`src/rtl/inst_mem_responder.sv`:
```
// Instruction-memory burst responder: streams BURST_LEN little-endian words from a byte RAM.
// Define INST_MEM_RESPONDER_ABORT_EN to let reset_from_fetcher abort a burst.
module inst_mem_responder #(
  parameter int unsigned BURST_LEN = 8
) (
  input  logic        clk_in,
  input  logic        rst_in,
  input  logic        rdy_in,
  input  logic        enable_from_fetcher,
  input  logic [31:0] address_from_fetcher,
  input  logic        reset_from_fetcher,
  input  logic [7:0]  mem_din,
  output logic [31:0] mem_a,
  output logic        mem_wr,
  output logic [31:0] inst_to_fetcher,
  output logic        one_inst_finish_to_fetcher,
  output logic        end_to_fetcher
);

  localparam logic [9:0] LastByte = 10'(4 * BURST_LEN - 1);
  localparam logic [9:0] AllBytes = 10'(4 * BURST_LEN);

  typedef enum logic [1:0] {StIdle, StBusy, StDone} state_e;

  state_e      state_q, state_d;
  logic [31:0] base_q, mem_a_q, inst_q;
  logic [9:0]  issue_q, cap_q;
  logic [23:0] bytes_q;
  logic        prime_q, pulse_q, end_q;
  logic        abort_req, abort, capture, all_done;

`ifdef INST_MEM_RESPONDER_ABORT_EN
  assign abort_req = reset_from_fetcher;
`else
  logic unused_abort;
  assign unused_abort = reset_from_fetcher;
  assign abort_req    = 1'b0;
`endif

  assign abort    = rdy_in & abort_req;
  assign all_done = (cap_q == AllBytes);
  // prime_q marks that mem_din holds the byte for base + cap_q this cycle.
  assign capture  = (state_q == StBusy) & rdy_in & prime_q & ~all_done;

  always_ff @(posedge clk_in or negedge rst_in) begin
    if (!rst_in) begin
      state_q <= StIdle;
    end else begin
      state_q <= state_d;
    end
  end

  always_comb begin
    state_d = state_q;
    if (abort) begin
      state_d = StIdle;
    end else if (rdy_in) begin
      unique case (state_q)
        StIdle:  if (enable_from_fetcher) state_d = StBusy;
        StBusy:  if (all_done) state_d = StDone;
        StDone:  if (!enable_from_fetcher) state_d = StIdle;
        default: state_d = StIdle;
      endcase
    end
  end

  always_ff @(posedge clk_in or negedge rst_in) begin
    if (!rst_in) begin
      base_q  <= '0;
      mem_a_q <= '0;
      inst_q  <= '0;
      issue_q <= '0;
      cap_q   <= '0;
      bytes_q <= '0;
      prime_q <= 1'b0;
      pulse_q <= 1'b0;
      end_q   <= 1'b0;
    end else if (abort) begin
      base_q  <= '0;
      mem_a_q <= '0;
      inst_q  <= '0;
      issue_q <= '0;
      cap_q   <= '0;
      bytes_q <= '0;
      prime_q <= 1'b0;
      pulse_q <= 1'b0;
      end_q   <= 1'b0;
    end else if (!rdy_in) begin
      // Rewind issue to the oldest uncaptured byte; the resume edge is a bubble.
      if (state_q == StBusy && !all_done) begin
        issue_q <= cap_q;
        mem_a_q <= base_q + 32'(cap_q);
        prime_q <= 1'b0;
      end
    end else begin
      case (state_q)
        StIdle: begin
          if (enable_from_fetcher) begin
            base_q  <= address_from_fetcher & 32'hFFFF_FFFC;
            mem_a_q <= address_from_fetcher & 32'hFFFF_FFFC;
            issue_q <= '0;
            cap_q   <= '0;
            prime_q <= 1'b0;
          end
        end
        StBusy: begin
          pulse_q <= 1'b0;
          prime_q <= 1'b1;
          if (issue_q != LastByte) begin
            issue_q <= issue_q + 10'd1;
            mem_a_q <= base_q + 32'(issue_q + 10'd1);
          end
          if (capture) begin
            cap_q <= cap_q + 10'd1;
            if (cap_q[1:0] == 2'd3) begin
              inst_q  <= {mem_din, bytes_q};
              pulse_q <= 1'b1;
            end else begin
              bytes_q[{cap_q[1:0], 3'b000} +: 8] <= mem_din;
            end
          end
          if (all_done) end_q <= 1'b1;
        end
        StDone: begin
          if (!enable_from_fetcher) begin
            end_q   <= 1'b0;
            mem_a_q <= '0;
          end
        end
        default: ;
      endcase
    end
  end

  always_comb begin
    mem_a = mem_a_q;
    if (state_q == StBusy && !rdy_in && !all_done) mem_a = base_q + 32'(cap_q);
    mem_wr                     = 1'b0;
    inst_to_fetcher            = inst_q;
    one_inst_finish_to_fetcher = pulse_q & rdy_in;
    end_to_fetcher             = end_q;
  end

endmodule

```
`config.mk`:
```
export PLATFORM = sky130hd
export DESIGN_NAME = inst_mem_responder
export DESIGN_NICKNAME = d
export VERILOG_FILES = /design/src/rtl/inst_mem_responder.sv
export SDC_FILE = /design/constraint.sdc
export NUM_CORES = 1
export LEC_CHECK = 0
export ABC_AREA = 1
export CORE_MARGIN = 2
export CORE_UTILIZATION = 40
export CTS_BUF_LIST = sky130_fd_sc_hd__clkbuf_8
export DETAILED_ROUTE_END_ITERATION = 7
export HOLD_SLACK_MARGIN = 0.05
export PLACE_DENSITY = 0.66
export SYNTH_ARGS = -nofsm -noshare
export SYNTH_HDL_FRONTEND = slang
export SYNTH_SLANG_ARGS = --single-unit
```
`constraint.sdc`:
```
create_clock -name clk_in -period 2.39 [get_ports clk_in]
set_clock_uncertainty 0.1 [all_clocks]
set_input_delay 0.478 -clock clk_in [delete_from_list [all_inputs] [get_ports clk_in]]
set_output_delay 0.478 -clock clk_in [all_outputs]
set_load 0.01 [all_outputs]
```
==> reports/metrics.cfg <==
[global_routing]
grt_usage = 0.2606
grt_max_degree = 91
grt_antenna_before_repair = 0
grt_pass1_vias = 9712
grt_pass1_wl_mm = 50.54
grt-ovfl-total = 0

[critical_path]
startpoint_type = register
r2r_setup_slack_ps = 20
cp_top_family = adder cells
r2r-end = mem_a_q[18]$_DFFE_PN0P_
reg2reg_depth = 13
critical_path_required_ps = 1810
cp_common_cell = nand2_2
slowest_delay_ps = 420
crit_fanout = 7
crit_slowest_cell = dfrtp_1
crit-reg2reg-launch = state_q[1]$_DFFE_PN0P_
cp-end-kind = output pin
arrival_ps = 2420
path_cells = ha_4, fa_2, nand3_2, nand2_2, nand2_2, nand3_4, buf_12, buf_8, nand4_1, a31oi_1, buf_2
worstSetupPathType = reg -> out
critPathBufInv = 3
crit_path_start = base_q[2]$_DFFE_PN0P_

[floorplanning]
io_pins = 112
num_rows = 56
start_util = 0.4055
core_um2 = 23400
die-height_um = 158.0
die_area_um2 = 24970
fp.dieW_um = 158.0

[power_and_ir_drop]
power_switching_mw = 6.101
pwr-share-clk = 0.159
share_comb_of_total_power = 0.570
pwr-share-seq = 0.271
switching_share = 0.4524
p_leak_nw = 6.737
power.density_nw_per_um2 = 981.8
p_total_mw = 13.49
internal_power_mw = 7.386
irDropWorstVdd_mv = 0.5729

[clock_tree]
tritoncts = yes
cts_num_sinks = 143
root_buffer = clkbuf_8
clk_latency_ps = 470
cts.clk_slew.worst_paths_ps = 90
cts_buffer_depth = 2
cts_made_buffers = 17
cts_max_level = 4

[sta]
slew-limit-headroom = 0.5996
setup_viol = 32
holdWs_ps = 378.8
finalCriticalPeriod_ps = 2994
hold_viol = 0
rsz0062_at_grt = true
tightest_slew_ps = 599.3
maxSlewViolCount = 0
min_period_over_period = 1.253
max_freq_ghz = 0.3340
setup_ws_ps = -603.8

[cells_and_area]
drive_gt1_frac = 0.2796
n_fill_cell = 2094
nets = 1707
n_antenna_cell = 0
area_delta_synth_final_pct = 44.75

[yosys]
synthesis.area_um2 = 9490
synth.area.top_cells = dfrtp_1 (38%), nand2_1 (19%), nand3_1 (7.7%)
async_flop_share = 1.000
avgSynthCellArea_um2 = 6.942
synth_seq_cells = 143
synth_top_area_frac = 0.3771
synth_common_cells = nand2_1 (474), nand3_1 (146), dfrtp_1 (143)
ys.flop_type = dfrtp_1
post-synth-top-area-cell = dfrtp_1
ys_types = 48
ys_seq_area_frac = 0.3771
synth_edf_count = 0
yosysWarnings = 0
synth_cells = 1367
synthesis.nets = 1438
yosysMostFrequentCell = nand2_1

[placement]
finalWeightedCongestion = 0.9354
port-buffer-count = 107
pre_cts_ws_ps = -546.5
hpwl_mm = 22.26

[routing]
via_count = 10270
firstDrtPassIters = 7
drc_errors = 0
drt-vias-per-instance = 5.216
drtAntennaViolNets = 0
wl_per_cell_um = 16.60
drtIter0Drc = 866
wl_mm = 32.68

[worst_hold_path]
hold_end = inst_to_fetcher[2]$_DFFE_PN0P_
hp-class = reg -> reg
hold_depth = 2
hp-start = inst_to_fetcher[2]$_DFFE_PN0P_

[status]
violations = setup timing
outcome = finished, violations left

[job]
maxCapViolations = 0

## sequential cells by signal, indices dropped and copies added (netlist names)
register         cells
pulse_q              1
issue_q             10
state_q              2
prime_q              1
cap_q               10
base_q              30
inst_to_fetcher     32
end_to_fetcher       1
bytes_q             24
mem_a_q             32
## routing by layer
layer,vias up,global-route usage,part of all wire
li1,4997,-,-
met4,0,0.1274,0.046
met1,4744,0.3366,0.42
met5,-,0,0
met3,94,0.04681,0.068
met2,430,0.4213,0.46
## cell families after synthesis
| kind of cell | synth area share |
|---|---|
| multiplexers | 0.008306 |
| AND/OR/NAND/NOR | 0.3699 |
| adder cells (fa/ha/maj) | 0.03507 |
| XOR/XNOR | 0.01200 |
| other | 0.0003951 |
| flip-flops | 0.3771 |
| buffers and inverters | 0.08372 |
| AO/OA/AOI/OAI | 0.1135 |
## through the flow
step | util | cell area [um^2] | setup TNS [ps] | instances
3_5_place_dp | 0.5135 | 12020 | -31360 | 1893
6_report | 0.5870 | 13740 | -14520 | 1968
5_1_grt | 0.5870 | 13740 | -17160 | 1968
3_3_place_gp | 0.5135 | 12020 | -31660 | 1893
4_1_cts | 0.5668 | 13260 | -14700 | 1955
2_1_floorplan | - | 9558 | 0 | 1367
## power groups by stage
stage | clock network (mW) | registers [mW] | logic [mW]
2_1_floorplan | 0 | 3.52 | 3.64
3_3_place_gp | 0 | 3.59 | 6.52
3_5_place_dp | 0 | 3.60 | 6.60
4_1_cts | 2.16 | 3.62 | 7.08
5_1_grt | 2.27 | 3.72 | 8.35
6_report | 2.15 | 3.66 | 7.68
## repair_timing
action,4_1_cts,5_1_grt
buffers inserted,25,17
gates cloned,6,2
hold endpoints to repair,143,0
hold buffers,1,0
pin swaps,57,34
resized for setup,266,85
endpoints found under the setup margin,36,62
## placed cells by master, fill, tap and decap left out, types with 12 or more instances in the layout
cell,n
nand2_1,428
nand4_1,12
nor2_4,13
a21oi_1,70
o21ai_2,13
inv_2,16
buf_4,147
clkbuf_8,17
nand3_1,130
buf_6,27
inv_1,112
o21ai_1,43
dfrtp_1,141
clkdlybuf4s50_1,73
nand2_2,44
o21ai_0,34
nand2_4,17
nand3_2,20
nor2_1,85
ha_1,14
buf_12,24
buf_2,22
## worst register-to-register path, stage by stage, from the launching register on
cell       delay, ps
dfrtp_1          390
inv_1            120
ha_4             160
inv_4             30
nor2_2           120
nand2_2          110
buf_8            150
clkbuf_16        150
buf_4            150
a21oi_4          500
nand2_1          120
inv_1             90
nand2_1           50
nand2_1           60
## layout make-up
type | instances | area [um^2] | area share
Clock buffer | 17 | 234.0 | 0.01703
Sequential cell | 143 | 3581 | 0.2607
Timing Repair Buffer | 300 | 2863 | 0.2084
Inverter | 131 | 506.7 | 0.03689
Multi-Input combinational cell | 1043 | 5964 | 0.4342
Tap cell | 319 | 399.1 | 0.02906
Clock inverter | 15 | 188.9 | 0.01375
## worst max-delay path by stage
stage / to / slack [ps] / cells past startpoint
global route: mem_a[20] / -690 / 11
global placement: mem_a[16] / -530 / 10
floorplan: mem_a[28] / 5 / 10
detailed placement: mem_a[16] / -550 / 10
CTS: mem_a[20] / -650 / 12
finish: mem_a[20] / -600 / 11
No activity file was read; power rests on OpenSTA's default activity.
